<file path="src/rtl/layer_pkg.sv">
// Shared types and constants for the fully-connected layer sequencer.
package layer_pkg;

    // Sequencer states, one per bus phase of a neuron
    typedef enum logic [3:0] {
        IDLE,
        CHK,
        W_WADDR,
        W_AADDR,
        W_NIN,
        W_GO,
        R_RES,
        R_BIAS,
        WT_BIAS,
        W_OUT,
        NEXT
    } layer_state_t;

    // CPU-visible register indices
    localparam logic [3:0] REG_START = 4'd0;
    localparam logic [3:0] REG_BIAS  = 4'd1;
    localparam logic [3:0] REG_W     = 4'd2;
    localparam logic [3:0] REG_A     = 4'd3;
    localparam logic [3:0] REG_OUT   = 4'd4;
    localparam logic [3:0] REG_NIN   = 4'd5;
    localparam logic [3:0] REG_NOUT  = 4'd6;
    localparam logic [3:0] REG_RELU  = 4'd7;

    // dotopt register indices
    localparam logic [3:0] DOT_REG_GO = 4'd0;
    localparam logic [3:0] DOT_REG_W  = 4'd2;
    localparam logic [3:0] DOT_REG_A  = 4'd3;
    localparam logic [3:0] DOT_REG_N  = 4'd5;

    // Working copy of the run configuration, frozen at start.
    // The weight base is not kept here: the row pointer is seeded from it.
    typedef struct packed {
        logic [31:0] bias_base;
        logic [31:0] a_base;
        logic [31:0] out_base;
        logic [31:0] n_in;
        logic        relu_en;
    } layer_cfg_t;

    // Optional ReLU on a Q16.16 value
    function automatic logic [31:0] relu_clamp(input logic [31:0] v, input logic en);
        return (en && v[31]) ? '0 : v;
    endfunction

endpackage

</file>
<file path="src/rtl/layer_regs.sv">
// CPU register file for layer_sched: programming registers, start
// detection, snapshot of the working configuration and readback mux.
module layer_regs
    import layer_pkg::*;
#(
    parameter int unsigned CNT_W = 16
) (
    input  logic             clk,
    input  logic             rst,
    input  logic [3:0]       slave_address,
    input  logic             slave_read,
    input  logic             slave_write,
    input  logic [31:0]      slave_writedata,
    output logic             slave_waitrequest,
    output logic [31:0]      slave_readdata,
    input  logic             busy_i,
    input  logic [CNT_W-1:0] done_cnt_i,
    output logic             start_o,
    output logic [31:0]      w_base_o,
    output logic [CNT_W-1:0] n_out_o,
    output layer_cfg_t       cfg_o
);

    logic [31:0]      bias_base_q;
    logic [31:0]      w_base_q;
    logic [31:0]      a_base_q;
    logic [31:0]      out_base_q;
    logic [31:0]      n_in_q;
    logic [31:0]      n_out_q;
    logic             relu_q;
    layer_cfg_t       cfg_q;
    logic [CNT_W-1:0] n_out_run_q;

    assign start_o  = slave_write && (slave_address == REG_START) && !busy_i;
    // Only a status read of index 0 can stall, and only while a run is active
    assign slave_waitrequest = slave_read && (slave_address == REG_START) && busy_i;
    assign w_base_o = w_base_q;
    assign n_out_o  = n_out_run_q;
    assign cfg_o    = cfg_q;

    // CPU writes to the programming registers; indices 0 and 8-15 store nothing
    always_ff @(posedge clk or posedge rst) begin
        if (rst) begin
            bias_base_q <= '0;
            w_base_q    <= '0;
            a_base_q    <= '0;
            out_base_q  <= '0;
            n_in_q      <= '0;
            n_out_q     <= '0;
            relu_q      <= 1'b0;
        end else if (slave_write) begin
            case (slave_address)
                REG_BIAS: bias_base_q <= slave_writedata;
                REG_W:    w_base_q    <= slave_writedata;
                REG_A:    a_base_q    <= slave_writedata;
                REG_OUT:  out_base_q  <= slave_writedata;
                REG_NIN:  n_in_q      <= slave_writedata;
                REG_NOUT: n_out_q     <= slave_writedata;
                REG_RELU: relu_q      <= slave_writedata[0];
                default:  ;
            endcase
        end
    end

    // Freeze the configuration at start so mid-run writes only affect the next run
    always_ff @(posedge clk or posedge rst) begin
        if (rst) begin
            cfg_q       <= '0;
            n_out_run_q <= '0;
        end else if (start_o) begin
            cfg_q.bias_base <= bias_base_q;
            cfg_q.a_base    <= a_base_q;
            cfg_q.out_base  <= out_base_q;
            cfg_q.n_in      <= n_in_q;
            cfg_q.relu_en   <= relu_q;
            n_out_run_q     <= n_out_q[CNT_W-1:0];
        end
    end

    // Readback mux; unmapped indices read as zero
    always_comb begin
        slave_readdata = '0;
        case (slave_address)
            REG_START: slave_readdata = 32'(done_cnt_i);
            REG_BIAS:  slave_readdata = bias_base_q;
            REG_W:     slave_readdata = w_base_q;
            REG_A:     slave_readdata = a_base_q;
            REG_OUT:   slave_readdata = out_base_q;
            REG_NIN:   slave_readdata = n_in_q;
            REG_NOUT:  slave_readdata = n_out_q;
            REG_RELU:  slave_readdata = {31'b0, relu_q};
            default:   ;
        endcase
    end

endmodule

</file>
<file path="src/rtl/layer_sched.sv">
// Fully-connected layer sequencer: per output neuron, programs dotopt,
// waits for the dot product, adds the bias from SDRAM with optional ReLU
// and writes the activation to SRAM.
module layer_sched
    import layer_pkg::*;
#(
    parameter int unsigned AW            = 32,
    parameter int unsigned MAX_NOUT_LOG2 = 16
) (
    input  logic          clk,
    input  logic          rst,
    output logic          slave_waitrequest,
    input  logic [3:0]    slave_address,
    input  logic          slave_read,
    output logic [31:0]   slave_readdata,
    input  logic          slave_write,
    input  logic [31:0]   slave_writedata,
    input  logic          dot_waitrequest,
    output logic [3:0]    dot_address,
    output logic          dot_read,
    input  logic [31:0]   dot_readdata,
    output logic          dot_write,
    output logic [31:0]   dot_writedata,
    input  logic          bias_waitrequest,
    output logic [AW-1:0] bias_address,
    output logic          bias_read,
    input  logic [31:0]   bias_readdata,
    input  logic          bias_readdatavalid,
    input  logic          out_waitrequest,
    output logic [AW-1:0] out_address,
    output logic          out_write,
    output logic [31:0]   out_writedata
);

    layer_state_t             state_q;
    logic [MAX_NOUT_LOG2-1:0] j_q;
    logic [MAX_NOUT_LOG2-1:0] done_cnt_q;
    logic [AW-1:0]            w_row_q;
    logic [31:0]              acc_q;

    logic                     dot_write_q;
    logic                     dot_read_q;
    logic [3:0]               dot_address_q;
    logic [31:0]              dot_writedata_q;
    logic                     bias_read_q;
    logic [AW-1:0]            bias_address_q;
    logic                     out_write_q;
    logic [AW-1:0]            out_address_q;
    logic [31:0]              out_writedata_q;

    logic                     start;
    logic [31:0]              w_base_live;
    logic [MAX_NOUT_LOG2-1:0] n_out_run;
    layer_cfg_t               cfg;

    logic [AW-1:0]            j_x4;
    logic [AW-1:0]            n_in_x4;
    logic [AW-1:0]            bias_addr_j;
    logic [AW-1:0]            out_addr_j;
    logic [31:0]              bias_sum;

    layer_regs #(
        .CNT_W(MAX_NOUT_LOG2)
    ) u_regs (
        .clk               (clk),
        .rst               (rst),
        .slave_address     (slave_address),
        .slave_read        (slave_read),
        .slave_write       (slave_write),
        .slave_writedata   (slave_writedata),
        .slave_waitrequest (slave_waitrequest),
        .slave_readdata    (slave_readdata),
        .busy_i            (state_q != IDLE),
        .done_cnt_i        (done_cnt_q),
        .start_o           (start),
        .w_base_o          (w_base_live),
        .n_out_o           (n_out_run),
        .cfg_o             (cfg)
    );

    assign dot_write     = dot_write_q;
    assign dot_read      = dot_read_q;
    assign dot_address   = dot_address_q;
    assign dot_writedata = dot_writedata_q;
    assign bias_read     = bias_read_q;
    assign bias_address  = bias_address_q;
    assign out_write     = out_write_q;
    assign out_address   = out_address_q;
    assign out_writedata = out_writedata_q;

    // Per-neuron addresses and the bias accumulation, all wrapping
    always_comb begin
        j_x4        = AW'({j_q, 2'b00});
        n_in_x4     = AW'({cfg.n_in, 2'b00});
        bias_addr_j = AW'(cfg.bias_base) + j_x4;
        out_addr_j  = AW'(cfg.out_base) + j_x4;
        bias_sum    = acc_q + bias_readdata;
    end

    // Sequencer with registered bus outputs; each strobe is raised on entry
    // to its state and dropped on acceptance, so at most one is ever active
    always_ff @(posedge clk or posedge rst) begin
        if (rst) begin
            state_q         <= IDLE;
            j_q             <= '0;
            done_cnt_q      <= '0;
            w_row_q         <= '0;
            acc_q           <= '0;
            dot_write_q     <= 1'b0;
            dot_read_q      <= 1'b0;
            dot_address_q   <= '0;
            dot_writedata_q <= '0;
            bias_read_q     <= 1'b0;
            bias_address_q  <= '0;
            out_write_q     <= 1'b0;
            out_address_q   <= '0;
            out_writedata_q <= '0;
        end else begin
            case (state_q)
                IDLE: begin
                    if (start) begin
                        state_q    <= CHK;
                        j_q        <= '0;
                        done_cnt_q <= '0;
                        w_row_q    <= AW'(w_base_live);
                    end
                end
                CHK: begin
                    if (j_q >= n_out_run) begin
                        state_q <= IDLE;
                    end else begin
                        state_q         <= W_WADDR;
                        dot_write_q     <= 1'b1;
                        dot_address_q   <= DOT_REG_W;
                        dot_writedata_q <= 32'(w_row_q);
                    end
                end
                W_WADDR: begin
                    if (!dot_waitrequest) begin
                        state_q         <= W_AADDR;
                        dot_address_q   <= DOT_REG_A;
                        dot_writedata_q <= cfg.a_base;
                    end
                end
                W_AADDR: begin
                    if (!dot_waitrequest) begin
                        state_q         <= W_NIN;
                        dot_address_q   <= DOT_REG_N;
                        dot_writedata_q <= cfg.n_in;
                    end
                end
                W_NIN: begin
                    if (!dot_waitrequest) begin
                        state_q         <= W_GO;
                        dot_address_q   <= DOT_REG_GO;
                        dot_writedata_q <= '0;
                    end
                end
                W_GO: begin
                    if (!dot_waitrequest) begin
                        state_q         <= R_RES;
                        dot_write_q     <= 1'b0;
                        dot_read_q      <= 1'b1;
                        dot_address_q   <= DOT_REG_GO;
                        dot_writedata_q <= '0;
                    end
                end
                R_RES: begin
                    if (!dot_waitrequest) begin
                        state_q        <= R_BIAS;
                        acc_q          <= dot_readdata;
                        dot_read_q     <= 1'b0;
                        bias_read_q    <= 1'b1;
                        bias_address_q <= bias_addr_j;
                    end
                end
                R_BIAS: begin
                    if (!bias_waitrequest) begin
                        bias_read_q <= 1'b0;
                        // zero-latency data arriving with acceptance skips the wait state
                        if (bias_readdatavalid) begin
                            state_q         <= W_OUT;
                            acc_q           <= bias_sum;
                            out_write_q     <= 1'b1;
                            out_address_q   <= out_addr_j;
                            out_writedata_q <= relu_clamp(bias_sum, cfg.relu_en);
                        end else begin
                            state_q <= WT_BIAS;
                        end
                    end
                end
                WT_BIAS: begin
                    if (bias_readdatavalid) begin
                        state_q         <= W_OUT;
                        acc_q           <= bias_sum;
                        out_write_q     <= 1'b1;
                        out_address_q   <= out_addr_j;
                        out_writedata_q <= relu_clamp(bias_sum, cfg.relu_en);
                    end
                end
                W_OUT: begin
                    if (!out_waitrequest) begin
                        state_q     <= NEXT;
                        out_write_q <= 1'b0;
                    end
                end
                NEXT: begin
                    state_q    <= CHK;
                    j_q        <= j_q + 1'b1;
                    done_cnt_q <= done_cnt_q + 1'b1;
                    w_row_q    <= w_row_q + n_in_x4;
                end
                default: state_q <= IDLE;
            endcase
        end
    end

endmodule
</file>
<file path="config.mk">
export PLATFORM = sky130hd
export DESIGN_NAME = layer_sched
export DESIGN_NICKNAME = d
export VERILOG_FILES = /design/src/rtl/layer_pkg.sv /design/src/rtl/layer_regs.sv /design/src/rtl/layer_sched.sv
export SDC_FILE = /design/constraint.sdc
export NUM_CORES = 2
export LEC_CHECK = 0
export BUFFER_PORTS_ARGS = -buffer_cell sky130_fd_sc_hd__buf_2
export CAP_MARGIN = 20
export CORE_MARGIN = 5
export CORE_UTILIZATION = 60
export CTS_CLUSTER_DIAMETER = 60
export DETAILED_ROUTE_END_ITERATION = 8
export PLACE_DENSITY = 0.91
export SYNTH_ARGS = -nofsm -noshare
export SYNTH_HDL_FRONTEND = slang
export SYNTH_HIERARCHICAL = 1
export SYNTH_SLANG_ARGS = --single-unit
</file>
<file path="constraint.sdc">
create_clock -name clk -period 13.7 [get_ports clk]
set_clock_uncertainty 0.15 [all_clocks]
set_input_delay 2.055 -clock clk [delete_from_list [all_inputs] [get_ports clk]]
set_output_delay 2.055 -clock clk [all_outputs]
set_load 0.05 [all_outputs]
</file>
## Word level (Yosys, flattened, before mapping)

Index checks and enable logic that the tools add are counted.
W data, S select, Z words.

| word-level totals | value |
|---|---|
| logic and storage cells | 146 |
| output and inout bits | 169 |
| flip-flop bits (word level) | 574 |

| cells by class | value |
|---|---|
| magnitude comparators | 1 |
| add/subtract/negate cells | 6 |
| eq/ne operators | 28 |
| reductions and logical operators | 35 |
| bitwise gates (word level) | 1 |
| muxes and demuxes | 48 |

Operators with widths:

| cell | number |
|---|---|
| $mux W32 | 13 |
| $pmux W32 S8 | 1 |
| $pmux W32 S2 | 3 |
| $pmux W32 S4 | 1 |
| $pmux W32 S3 | 1 |
| $add A32 B18 Y32 | 2 |
| $add A32 B32 Y32 | 2 |
| $pmux W16 S2 | 2 |
| $mux W4 | 11 |
| $pmux W4 S11 | 1 |
| $add A16 B1 Y16 const B | 2 |
| $eq A4 B3 Y1 const B | 8 |
| $ne A2 B2 Y1 const B | 11 |
| $reduce_and A2 Y1 | 10 |
| $eq A4 B2 Y1 const B | 4 |
| $ge A16 B16 Y1 | 1 |
| $mux W16 | 1 |
| $pmux W4 S4 | 1 |
| $reduce_and A3 Y1 | 5 |
| $eq A4 B4 Y1 const B | 3 |
| $reduce_bool A2 Y1 | 5 |
| $reduce_and A9 Y1 | 1 |
| $eq A4 B1 Y1 const B | 2 |
| $logic_not A4 Y1 | 2 |
| 11 further kinds | 26 |

## Depth between registers and ports, before layout

| depth | value |
|---|---|
| depth after elaboration | 6 |
| gate-level depth with buffers | 14 |

## Cells and area by module

The synthesis kept the hierarchy.

By module, submodules not included:

| module | times used | area an instance (µm²) | cells each |
|---|---|---|---|
| layer_sched | 1 | 15,593.7 | 1,773 |
| layer_regs | 1 | 14,830.5 | 1,036 |

## Least setup slack after synthesis

Ideal clock, no wire load.

| timing | value |
|---|---|
| path type | input -> output |
| start | input slave_address[0] |
| end | output slave_readdata[16] |
| stages on the path | 5 |
| buffers on the path | 3 |
| path slack | 7.350 ns |
| arrival time | 4.145 ns |
| data required time | 11.495 ns |
| cell sequence | buf_4 > buf_4 > clkbuf_1 > or2_2 > a311oi_1 |

| between the ends | value |
|---|---|
| cells in the longest elaborated chain, start to end | 2 |
| elaborated cells between the ends (all ways) | 9 |
| classes of those cells | eq/ne: 7; mux: 1; reduce/logical: 1 |

Ends and longest elaborated chain:

| what | RTL line | RTL |
|---|---|---|
| start, declared | layer_sched.sv:13 | `input logic [3:0] slave_address,` |
| $eq A4 B3 Y1, or another cell as far along | layer_regs.sv:83 | `case (slave_address)` |
| $pmux W32 S8 (*) | layer_regs.sv:83 |  |
| end, declared | layer_sched.sv:15 | `output logic [31:0] slave_readdata,` |

Every way passes the cells marked *; elsewhere a longest branch is shown, timed or not.

## Final worst setup path

| timing | value |
|---|---|
| start | input slave_address[0] |
| end | output slave_readdata[17] |

The elaborated chain is that of the path after synthesis.

==> report_table.html <==
<table>
<tr><th>Metric</th><th>Value</th></tr>
<tr><th colspan="2">Worst setup path</th></tr>
<tr><td>Delay of the slowest cell on the worst path</td><td>960 ps</td></tr>
<tr><td>Required arrival time at the worst endpoint</td><td>11490 ps</td></tr>
<tr><td>Largest fanout of any net on the critical path</td><td>94</td></tr>
<tr><td>Critical Path Start Type</td><td>input pin</td></tr>
<tr><td>Worst EP arrival</td><td>4660 ps</td></tr>
<tr><td>Most frequent cell on the critical path</td><td>sky130_fd_sc_hd__buf_2</td></tr>
<tr><td>Kind of end point of the critical path</td><td>output port</td></tr>
<tr><td>Class of the most critical setup path</td><td>input pin to output port</td></tr>
<tr><td>Worst path top cell family by delay</td><td>buffers and inverters</td></tr>
<tr><td>Chain of cells forming the critical path</td><td>buf_2 &gt; buf_4 &gt; nor4b_4 &gt; a22oi_1 &gt; o211ai_1 &gt; buf_2</td></tr>
<tr><td>Worst path buffer plus inverter count</td><td>3</td></tr>
<tr><td>Crit-path slowest cell</td><td>sky130_fd_sc_hd__nor4b_4</td></tr>
<tr><th colspan="2">Power</th></tr>
<tr><td>Peak VDD IR</td><td>0.1238 mV</td></tr>
<tr><td>Static leakage</td><td>16.66 nW</td></tr>
<tr><td>Power consumption</td><td>7.185 mW</td></tr>
<tr><td>Pwr dens</td><td>209.7 mW/mm2</td></tr>
<tr><th colspan="2">Placed design</th></tr>
<tr><td>Half-perimeter wire length after placement</td><td>64470 um</td></tr>
<tr><td>Total cell area at the placement stage</td><td>0.03205 mm2</td></tr>
<tr><td>Final GP Congestion</td><td>0.8893</td></tr>
<tr><td>Worst-case setup slack after placement</td><td>6602 ps</td></tr>
<tr><td>Port-buffer cells</td><td>275</td></tr>
<tr><th colspan="2">Logic synthesis</th></tr>
<tr><td>Fraction of synthesized cell area in xor and xnor cells</td><td>3.080%</td></tr>
<tr><td>Share of synthesized cell area in and, or, nand and nor gates</td><td>12.25%</td></tr>
<tr><td>Post-Synthesis Mean Instance Area</td><td>10.83 um2</td></tr>
<tr><td>Ys flop type</td><td>sky130_fd_sc_hd__dfrtp_1</td></tr>
<tr><td>Post-Syn Area</td><td>0.03042 mm2</td></tr>
<tr><td>Number of cells produced by synthesis</td><td>2809</td></tr>
<tr><td>Dominant combinational cell family by area after synthesis</td><td>compound AO/OA/AOI/OAI gates</td></tr>
<tr><td>Compound-cell area share of the yosys netlist</td><td>14.88%</td></tr>
<tr><td>Multiplexer fraction of the synthesized cell area</td><td>14.41%</td></tr>
<tr><td>Synth Area in Adders</td><td>4.787%</td></tr>
<tr><td>Async SR Flop Fraction</td><td>100.0%</td></tr>
<tr><td>Number of storage elements in the synthesis netlist</td><td>573</td></tr>
<tr><td>Syn_nets</td><td>3031</td></tr>
<tr><td>Sequential share of the synthesized area</td><td>47.13%</td></tr>
<tr><td>EDFF count, synth</td><td>0</td></tr>
<tr><td>Unique cell type count in the Yosys netlist</td><td>87</td></tr>
<tr><td>Synth Warn #</td><td>6</td></tr>
<tr><th colspan="2">Cells and area</th></tr>
<tr><td>Layout cells sized above 1</td><td>24.44%</td></tr>
<tr><td>Register cell area after layout</td><td>0.01434 mm2</td></tr>
<tr><td>Utilization after layout</td><td>68.30%</td></tr>
<tr><td>NumNets Final</td><td>3236</td></tr>
<tr><td>Signed area change from the synthesized netlist to the final layout</td><td>12.62%</td></tr>
<tr><td>Number of filler instances in the final layout</td><td>3547</td></tr>
<tr><td>Footprint of the multi-input gates</td><td>0.01508 mm2</td></tr>
<tr><td>Max FFs per register</td><td>129</td></tr>
<tr><td>Total non-filler cell area in the finished layout</td><td>0.03426 mm2</td></tr>
<tr><th colspan="2">Clock network</th></tr>
<tr><td>Number of buffers created by CTS</td><td>60</td></tr>
<tr><td>Clock slew at the register clock pins of the worst setup and hold paths</td><td>60 ps</td></tr>
<tr><td>Largest buffer count on any clock path</td><td>3</td></tr>
<tr><td>Clock sink count</td><td>573</td></tr>
<tr><td>Hold bufs inserted after CTS</td><td>0</td></tr>
<tr><td>Post-cts repair resize count</td><td>0</td></tr>
<tr><td>Number of buffers added for setup after CTS</td><td>0</td></tr>
<tr><td>Maximum level of the CTS H-tree</td><td>2</td></tr>
<tr><td>Clock latency on the worst-skew pair</td><td>630 ps</td></tr>
<tr><td>TritonCTS clock tree</td><td>done</td></tr>
<tr><td>Cell at the root of the clock tree</td><td>sky130_fd_sc_hd__clkbuf_16</td></tr>
<tr><th colspan="2">Global route</th></tr>
<tr><td>Antenna violations before repair</td><td>15</td></tr>
<tr><td>Remaining global-route overflow</td><td>0</td></tr>
<tr><td>GRT Overall Usage</td><td>32.03%</td></tr>
<tr><td>First-pass GRT wire length</td><td>142900 um</td></tr>
<tr><td>Via count of the first global-routing pass</td><td>24230</td></tr>
<tr><td>Pin count of the biggest net entering global routing</td><td>118</td></tr>
<tr><th colspan="2">STA</th></tr>
<tr><td>Hold violation total from the final report</td><td>0</td></tr>
<tr><td>Setup slack after layout</td><td>6840 ps</td></tr>
<tr><td>Maximum achievable frequency</td><td>145.8 MHz</td></tr>
<tr><td>Unrepaired setup endpoints after global routing</td><td>no</td></tr>
<tr><td>Clock period minus final worst setup slack</td><td>6860 ps</td></tr>
<tr><td>Part of the cycle the worst path needs</td><td>50.07%</td></tr>
<tr><td>Worst Tran Pin Value</td><td>1128 ps</td></tr>
<tr><td>Relative slew margins</td><td>24.54%</td></tr>
<tr><td>Final sum of negative setup slack</td><td>0 ps</td></tr>
<tr><td>Final number of max-transition violations</td><td>0</td></tr>
<tr><td>Setup-violating endpoint count in the final report</td><td>0</td></tr>
<tr><th colspan="2">Floorplan</th></tr>
<tr><td>Effective utilization at floorplan</td><td>60.64%</td></tr>
<tr><td>Die X</td><td>235.2 um</td></tr>
<tr><td>Full die area</td><td>0.05531 mm2</td></tr>
<tr><td>Number of top-level design ports</td><td>277</td></tr>
<tr><td>Vertical extent of the die</td><td>235.2 um</td></tr>
<tr><td>Site row count</td><td>82</td></tr>
<tr><td>Core area</td><td>0.05017 mm2</td></tr>
<tr><th colspan="2">Detailed routing</th></tr>
<tr><td>Number of detailed-routing iterations run before antenna repair</td><td>6</td></tr>
<tr><td>Final routed wire length divided by cell count</td><td>24.46 um</td></tr>
<tr><td>Number of routed nets with antenna violations</td><td>0</td></tr>
<tr><td>Total via count after detailed routing</td><td>24210</td></tr>
<tr><td>Total Routed Length</td><td>91630 um</td></tr>
<tr><td>Starting DRT DRC Count</td><td>2970</td></tr>
<tr><td>Remaining routing DRC violations</td><td>0</td></tr>
<tr><td>Via density per instance</td><td>6.463</td></tr>
<tr><th colspan="2">Hold path</th></tr>
<tr><td>Hold Path Class</td><td>flop to flop</td></tr>
<tr><th colspan="2">Job</th></tr>
<tr><td>Maximum Capacitance Violations</td><td>0</td></tr>
<tr><th colspan="2">Status</th></tr>
<tr><td>Result of the run</td><td>completed</td></tr>
</table>
## synth_stat cells (15+ instances only)
| library cell | instances | area [um2] |
|---|---|---|
| sky130_fd_sc_hd__and3_1 | 24 | 150.1 |
| sky130_fd_sc_hd__dfrtp_1 | 573 | 14340 |
| sky130_fd_sc_hd__ha_1 | 110 | 1376 |
| sky130_fd_sc_hd__a31oi_1 | 17 | 106.4 |
| sky130_fd_sc_hd__buf_6 | 21 | 236.5 |
| sky130_fd_sc_hd__mux2i_1 | 41 | 410.4 |
| sky130_fd_sc_hd__xor2_1 | 56 | 490.5 |
| sky130_fd_sc_hd__xnor2_1 | 51 | 446.7 |
| sky130_fd_sc_hd__and3b_1 | 21 | 183.9 |
| sky130_fd_sc_hd__nor3_1 | 27 | 135.1 |
| sky130_fd_sc_hd__mux2_2 | 282 | 3176 |
| sky130_fd_sc_hd__a22oi_1 | 79 | 593.1 |
| sky130_fd_sc_hd__or3b_2 | 15 | 131.4 |
| sky130_fd_sc_hd__a221o_1 | 34 | 340.3 |
| sky130_fd_sc_hd__clkbuf_1 | 86 | 322.8 |
| sky130_fd_sc_hd__nand2b_1 | 21 | 131.4 |
| sky130_fd_sc_hd__a22o_1 | 31 | 271.5 |
| sky130_fd_sc_hd__buf_2 | 36 | 180.2 |
| sky130_fd_sc_hd__o21ai_0 | 183 | 915.9 |
| sky130_fd_sc_hd__mux2_1 | 71 | 799.5 |
| sky130_fd_sc_hd__nor2_1 | 130 | 488.0 |
| sky130_fd_sc_hd__nand2_1 | 279 | 1047 |
| sky130_fd_sc_hd__o211ai_1 | 26 | 195.2 |
| sky130_fd_sc_hd__o21a_1 | 19 | 142.6 |
| sky130_fd_sc_hd__a2111o_1 | 15 | 168.9 |
| sky130_fd_sc_hd__nor2b_1 | 18 | 112.6 |
| sky130_fd_sc_hd__a21oi_1 | 130 | 650.6 |
| sky130_fd_sc_hd__nand4_1 | 21 | 131.4 |
| sky130_fd_sc_hd__nand3_1 | 60 | 300.3 |
| sky130_fd_sc_hd__nand3b_1 | 60 | 450.4 |
| sky130_fd_sc_hd__a21o_1 | 50 | 375.4 |
| sky130_fd_sc_hd__inv_1 | 47 | 176.4 |
## worst min-delay path, cell delays in order (launching register included)
cell	delay, ps
sky130_fd_sc_hd__dfrtp_1	340
sky130_fd_sc_hd__nand2_1	50
sky130_fd_sc_hd__nand2_1	50
## final timing paths
| kind | startpoint | end | slack [ps] | depth (start not counted) |
|---|---|---|---|---|
| max | slave_address[0] | slave_readdata[17] | 6840 | 6 |
| min | out_writedata[29]$_DFFE_PP0P_ | out_writedata[29]$_DFFE_PP0P_ | 320 | 2 |
| max reg2reg | state_q[0]$_DFFE_PP0P_ | w_row_q[31]$_DFFE_PP0P_ | 9720 | 12 |
| min reg2reg | out_writedata[29]$_DFFE_PP0P_ | out_writedata[29]$_DFFE_PP0P_ | 320 | 2 |
| max in group asynchronous | rst | u_regs/a_base_q[1]$_DFFE_PP0P_ | 9550 | 4 |
| min in group asynchronous | rst | out_address[27]$_DFFE_PP0P_ | 1450 | 2 |
## metrics by stage
| stage | hold slack (ps) | instances |
|---|---|---|
| floorplan | 287.4 | 2809 |
| global placement | 300.1 | 3620 |
| detailed placement | 307.0 | 3621 |
| CTS | 320.4 | 3734 |
| global route | 344.0 | 3742 |
| finish | 321.6 | 3746 |
## metal layers
layer / global-route usage, % / vias to the layer above / wire (um)
li1: - / 10680 / -
met1: 44.44 / 12050 / 37350
met2: 50.92 / 1249 / 42490
met3: 7.638 / 226 / 9019
met4: 9.131 / 10 / 2710
met5: 0 / - / 61
## layout make-up
type | count | area share, %
Tap cell | 672 | 2.454
Inverter | 47 | 0.5587
Sequential cell | 573 | 41.85
Clock buffer | 78 | 5.021
Timing Repair Buffer | 307 | 4.787
Antenna cell | 9 | 0.06573
Multi-Input combinational cell | 2025 | 44.02
Clock inverter | 35 | 1.245
## kinds of logic after synthesis
kind of cell	Yosys count
AOI/OAI and AO/OA	675
xor gates and xnor gates	107
adders and majority gates	114
buffers and inverters	211
DFF	573
muxes	394
other	1
and+or+nand+nor	734
## cells in the final DEF (no fill, tap or decap), drive strengths merged, types with 15 or more instances in the layout
cell type / n
a31oi: 17
nand2b: 21
nor2: 132
a22o: 31
xor2: 56
o21a: 19
a21oi: 131
nand2: 279
mux2: 353
o211ai: 26
buf: 307
nand3: 60
xnor2: 51
a21o: 50
mux2i: 41
or3b: 15
dfrtp: 573
nand4: 21
and3: 24
a22oi: 79
and3b: 21
clkbuf: 78
nor3: 27
ha: 110
nor2b: 18
a2111o: 15
o21ai: 193
nand3b: 60
inv: 54
a221o: 34
## power by group
part | switching, mW | leakage, nW | total, mW | internal, mW
sequential | 0.462 | 7.31 | 2.61 | 2.15
combinational | 1.81 | 8.31 | 2.81 | 1.00
clock | 0.736 | 1.04 | 1.76 | 1.03
(Power assumes the default switching activity.)
